<file path="src/rtl/writeback_trap_unit.sv">
// writeback_trap_unit: retire-time interrupt trap/return controller with one-cycle fetch redirect
module writeback_trap_unit #(
  parameter int NUM_IRQ    = 2,
  parameter int XLEN       = 32,
  parameter int VECTORED   = 0,
  parameter int CAUSE_BASE = 7
) (
  input  logic                clk,
  input  logic                rst,
  input  logic [NUM_IRQ-1:0]  irq_in,
  input  logic [NUM_IRQ-1:0]  irq_mask_in,
  input  logic                irq_enable_in,
  input  logic                retire_valid_in,
  input  logic                mret_in,
  input  logic [XLEN-1:0]     next_pc_in,
  input  logic [XLEN-1:0]     trap_vector_in,
  output logic                redirect_out,
  output logic [XLEN-1:0]     jump_address_out,
  output logic                flush_out,
  output logic [NUM_IRQ-1:0]  irq_ack_out,
  output logic [XLEN-1:0]     epc_out,
  output logic [XLEN-1:0]     cause_out,
  output logic                in_handler_out
);
  localparam int IW = NUM_IRQ > 1 ? $clog2(NUM_IRQ) : 1;
  typedef enum logic [1:0] {S_RUN, S_TAKE, S_HANDLER, S_RETURN} state_t;
  state_t state, state_n;
  logic [NUM_IRQ-1:0] pending, eligible;
  logic [IW-1:0] win, win_q;
  logic [XLEN-1:0] epc, cause, target, base, code;
  logic take;
  assign eligible = pending & irq_mask_in;
  assign take = state == S_RUN && retire_valid_in && irq_enable_in && !mret_in && |eligible;
  assign base = trap_vector_in & ~XLEN'(3);
  assign code = XLEN'(CAUSE_BASE) + XLEN'(win);
  always_comb begin
    win = '0;
    for (int i = NUM_IRQ - 1; i >= 0; i--)
      if (eligible[i]) win = IW'(i);
  end
  always_ff @(posedge clk) begin
    if (rst) state <= S_RUN;
    else state <= state_n;
  end
  always_comb begin
    state_n = (state == S_RUN)     ? (take ? S_TAKE : S_RUN) :
              (state == S_TAKE)    ? S_HANDLER :
              (state == S_HANDLER) ? ((retire_valid_in && mret_in) ? S_RETURN : S_HANDLER) :
                                     S_RUN;
  end
  // The jump target is resolved at the trap decision so outputs depend only on registered state.
  always_ff @(posedge clk) begin
    if (rst) begin
      pending <= '0;
      epc     <= '0;
      cause   <= '0;
      win_q   <= '0;
      target  <= '0;
    end else begin
      pending <= (pending & ~irq_ack_out) | irq_in;
      if (take) begin
        epc    <= next_pc_in;
        cause  <= code | {1'b1, {(XLEN-1){1'b0}}};
        win_q  <= win;
        target <= (VECTORED != 0) ? base + (code << 2) : base;
      end
    end
  end
  always_comb begin
    redirect_out     = state == S_TAKE || state == S_RETURN;
    flush_out        = redirect_out;
    jump_address_out = (state == S_TAKE) ? target : (state == S_RETURN) ? epc : '0;
    irq_ack_out      = (state == S_TAKE) ? NUM_IRQ'(1) << win_q : '0;
    in_handler_out   = state == S_TAKE || state == S_HANDLER;
    epc_out          = epc;
    cause_out        = cause;
  end
endmodule

</file>
<file path="config.mk">
export PLATFORM = sky130hd
export DESIGN_NAME = writeback_trap_unit
export DESIGN_NICKNAME = d
export VERILOG_FILES = /design/src/rtl/writeback_trap_unit.sv
export SDC_FILE = /design/constraint.sdc
export NUM_CORES = 1
export LEC_CHECK = 0
export CAP_MARGIN = 5
export CORE_ASPECT_RATIO = 1.5
export CORE_MARGIN = 5
export CORE_UTILIZATION = 42
export DETAILED_ROUTE_END_ITERATION = 6
export PLACE_DENSITY = 0.91
export SYNTH_ARGS = -nofsm -noshare
export SYNTH_HDL_FRONTEND = slang
export SYNTH_SLANG_ARGS = --single-unit
</file>
<file path="constraint.sdc">
create_clock -name clk -period 1.7 [get_ports clk]
set_clock_uncertainty 0.1 [all_clocks]
set_input_delay 0.255 -clock clk [delete_from_list [all_inputs] [get_ports clk]]
set_output_delay 0.255 -clock clk [all_outputs]
set_load 0.01 [all_outputs]
</file>
**Word level (Yosys, flattened, before mapping)**

Cells that the tools add are included.

- Add/sub/neg operators: 1
- Multiply operators: 0
- Divide/modulo/power cells: 0
- Magnitude comparators: 0
- Equal/unequal tests: 3
- Shift-type cells: 1
- Multiplexer cells: 10
- Bitwise logic cells: 4
- Reductions and logical operators: 10

Operator list:

| operator | number |
|---|---|
| 32-bit two-way mux | 2 |
| 2-bit two-way mux | 4 |
| 1-bit logical AND | 5 |
| 3-bit by 1-bit adder with 4-bit output (first input constant) | 1 |
| 2-bit AND | 2 |
| 2-bit equality test (second input constant) | 2 |
| 1-bit two-way mux | 4 |
| 2-bit by 1-bit equality test with 1-bit output (second input constant) | 1 |
| 2-bit zero test | 1 |
| 1-bit logical OR | 2 |
| 2-bit NOT | 1 |
| 2-bit OR | 1 |
| 2-bit OR reduction | 1 |
| 1-bit by 1-bit left shift with 2-bit output (first input constant) | 1 |
| 1-bit zero test | 1 |

- Register bits after elaboration: 99
- Bits in latches: 0
- RAM bits: 0
- ROM bits: 0
- Input port bits: 73
- Output and inout port bits: 101
- Logic and storage cells: 35
- Memories kept: 0

**Longest topological paths before layout**

- Depth in word-level cells: 7
- Depth in mapped cells: 7
- Mapped depth without buffers: 5

**Worst setup path after synthesis**

Ideal clock, no wire load.

- Path kind: reg-to-output
- Start: register state[0]
- End: output redirect_out
- Arrival: 1,233 ps
- Data required time: 1,345 ps
- Slack: 112 ps
- Stages on the path, launching flop included: 6
- Buffers on the path: 3
- Path through: dfxtp_1 ha_1 clkbuf_1 clkbuf_1 or2_1 buf_4

- Cells in the longest elaborated chain, start to end: 2
- Elaborated cells on any way between the ends: 3
- Those cells by class: eq/ne (2); reduce/logical (1)

Ends and longest elaborated chain:

| element | RTL line | RTL |
|---|---|---|
| from (decl) | 27 | `state_t state, state_n;` |
| from (signal assigned) | 43 | `else state <= state_n;` |
| 2-bit by 1-bit equality test with 1-bit output / 2-bit equality test (equally long branches) | 70 | `redirect_out = state == S_TAKE \|\| state == S_RETURN;` |
| 1-bit logical OR (*) | 70 |  |
| to (decl) | 17 | `output logic redirect_out,` |

Every way passes the cells marked *; elsewhere a longest branch is shown, timed or not.

**Final worst setup path**

- Start: register state[1]
- End: output jump_address_out[30]

- Cells in the longest elaborated chain, start to end: 3
- Elaborated cells on any way between the ends: 4
- Those cells by class: eq/ne (2); mux (2)

Ends and longest elaborated chain:

| element | RTL line | RTL |
|---|---|---|
| 2-bit equality test | 72 | `jump_address_out = (state == S_TAKE) ? target : (state == S_RETURN) ? epc : '0;` |
| 32-bit two-way mux | 72 |  |
| 32-bit two-way mux (*) | 72 |  |
| to (decl) | 18 | `output logic [XLEN-1:0] jump_address_out,` |

Marked as above.

==> impl_metrics.toml <==
[sta]
hold_slack_ns = 0.348
timing.fmax_ghz = 0.538
setup_viol = 56
final_hold_viol_count = 0
fin_crit_ns = 1.86
setup_ws_ns = -0.159
slew_violations = 0
period_share = 1.09
rsz0062_at_grt = "yes"

[setup_path]
start_kind = "register"
critPathMaxStageDelay_ns = 0.34
arrival_ns = 1.50
slowest_stage = "dfxtp_2"
r2r_start = "state[1]"
crit_start = "state[1]"
cp-end-kind = "output port"
path_cells = "buf_6 > ha_4 > buf_8 > nand2_2 > o21ai_2 > buf_6"
cp_max_fo = 7
critPathRequiredTime_ns = 1.34
cp_num_buf_inv = 3
path_delay_family = "buffers and inverters"
worst-setup-path-type = "register to output port"
cp_common_cell = "buf_6"

[clock_network]
cts-root-buf = "clkbuf_16"
htreeDepth = 3
worstSkewPairLatency_ns = 0.32
cts_tree = "done"
cts_inserted_buffers = 9
cts_sinks = 69
clockBufferDepth = 2
cts.clk_slew.worst_paths_ns = 0.05

[die]
ios = 174
core_region_area_mm2 = 0.00920
die_x_um = 88.8
core.rowCount = 43
dieArea_mm2 = 0.0114
start_util = 0.425
die_h_um = 128

[yosys]
synth_compound_area_frac = 0.186
synthSimpleGateAreaFrac = 0.321
synth-seq-cells = 69
syn_inst = 455
synth_mux_area_frac = 0
ys.flop_type = "dfxtp_1"
ys_seq_area_frac = 0.353
netlist_area_mm2 = 0.00391
synth_xor_area_frac = 0
syn_area_per_cell_um2 = 8.60
synth_edf_count = 0
synth_cell_types = 26
synthAdderAreaFrac = 0.0128
yosysWarnings = 0
async_reset_ff_frac = 0
synth_top_family_by_area = "simple AND/OR/NAND/NOR gates"

[final_layout]
final_cell_mix = "clkdlybuf4s50_1, o21ai_2, dfxtp_1"
fin_nets = 676
area_delta_synth_final_pct = 55.5
design_area_mm2 = 0.00609
layout-drive-gt1-share = 0.337
diodes = 0
final_common_cell = "clkdlybuf4s50_1"

[placement]
dp_worst_setup_slack_ns = -0.255
routabilityCongestion = 0.788
post-dp-hpwl_mm = 7.95
io_buffers = 144
place_area_mm2 = 0.00538

[drt]
drt-wirelength-per-cell_um = 17.9
drtPass1Iterations = 5
via_per_inst = 5.38
ant_nets = 0
vias = 3844
routed_wl_mm = 12.8
drcViolationCount = 0
drt_iter0_drc = 236

[global_routing]
grt_max_degree = 133
grt_pass1_wl_mm = 18.6
grt_usage = 0.207
grt-ovfl-total = 0
first_global_vias = 3831
antenna_found_initial = 0

[outcome]
violations = "setup timing"
run_status = "finished, violations left"

[power_and_ir_drop]
p_total_uw = 3850
p_leak_uw = 0.00246
vdd_drop_max_mv = 0.731
p_per_area_mw_per_mm2 = 633

[hold_path]
min_from = "rst"
hold_class = "primary input to register"

[job]
cap_violations = 0
[state kept, by name, summed over array words and instances (netlist names)]
name / count
cause_out: 3
target: 30
pending: 2
state: 2
epc_out: 32
[cell families (layout without fill, tap and decap cells)]
| family | Yosys count | count (layout) |
|---|---|---|
| AO/OA/AOI/OAI | 99 | 99 |
| adder cells (fa/ha/maj) | 4 | 4 |
| buffers and inverters | 81 | 203 |
| flip-flops | 69 | 69 |
| other | 1 | 27 |
| AND/OR/NAND/NOR | 201 | 201 |
[what timing repair did]
item	CTS	global route
setup endpoints to repair	48	81
buffers inserted	2	6
cloned	3	8
resized for setup	186	48
pin swaps	4	23
hold buffers	0	0
[metrics by stage]
| step | TNS, ns | cells | util |
|---|---|---|---|
| after floorplan | 0 | 481 | - |
| after global placement | -7.01 | 682 | 0.585 |
| after detailed placement | -9.15 | 682 | 0.585 |
| after CTS | -4.22 | 702 | 0.618 |
| after global routing | -8.67 | 715 | 0.661 |
| final | -4.55 | 715 | 0.661 |
[final timing paths]
| check | slack, ns | endpoint | depth (start not counted) |
|---|---|---|---|
| max | -0.16 | jump_address_out[30] | 6 |
| min | 0.35 | pending[0] | 3 |
| max reg2reg | -0.02 | epc_out[3] | 8 |
| min reg2reg | 0.37 | target[9] | 2 |
[where the power goes]
part,leakage [uW],internal (uW),switching [uW]
sequential,0.000559,1650,24.0
clock,0.000129,1010,646
combinational,0.00177,293,229
[worst reg2reg max path: stages, from the launching register on]
cell     delay (ns)
dfxtp_2        0.34
inv_2          0.05
buf_4          0.13
ha_4           0.15
and4b_2        0.23
and2_4         0.22
buf_4          0.16
buf_12         0.14
o21ai_2        0.14
[layer usage]
metal  vias up  GRT usage  wire length, um  share of wire
li1       1807          -                -              -
met1      1829      0.241             4900           0.38
met2       173      0.357             6680           0.52
met5         -          0                0              0
met4         0      0.107              434          0.034
met3        35     0.0309              770          0.060
[cells in the mapped netlist (2+ instances only)]
cell type / n / area [um2]
a21oi_1: 5 / 25.0
and3b_1: 2 / 17.5
buf_2: 12 / 60.1
buf_4: 32 / 240
buf_6: 7 / 78.8
clkbuf_1: 25 / 93.8
dfxtp_1: 69 / 1380
ha_1: 4 / 50.1
inv_1: 4 / 15.0
nand2_1: 62 / 233
nand2b_1: 64 / 400
nand4b_1: 62 / 543
nor2_1: 4 / 15.0
nor3b_1: 2 / 15.0
o21ai_0: 3 / 15.0
o21ai_1: 30 / 150
o21ai_2: 59 / 517
[layout make-up]
type	instances	area [um2]
repair buffers	184	1920
well taps	112	140
clock buffers	13	250
flip-flops and latches	69	1390
inverters	4	15.0
fillers	726	3110
multi-input cells	331	2360
clock inverters	2	10.0
No activity file was read; power rests on OpenSTA's default activity.
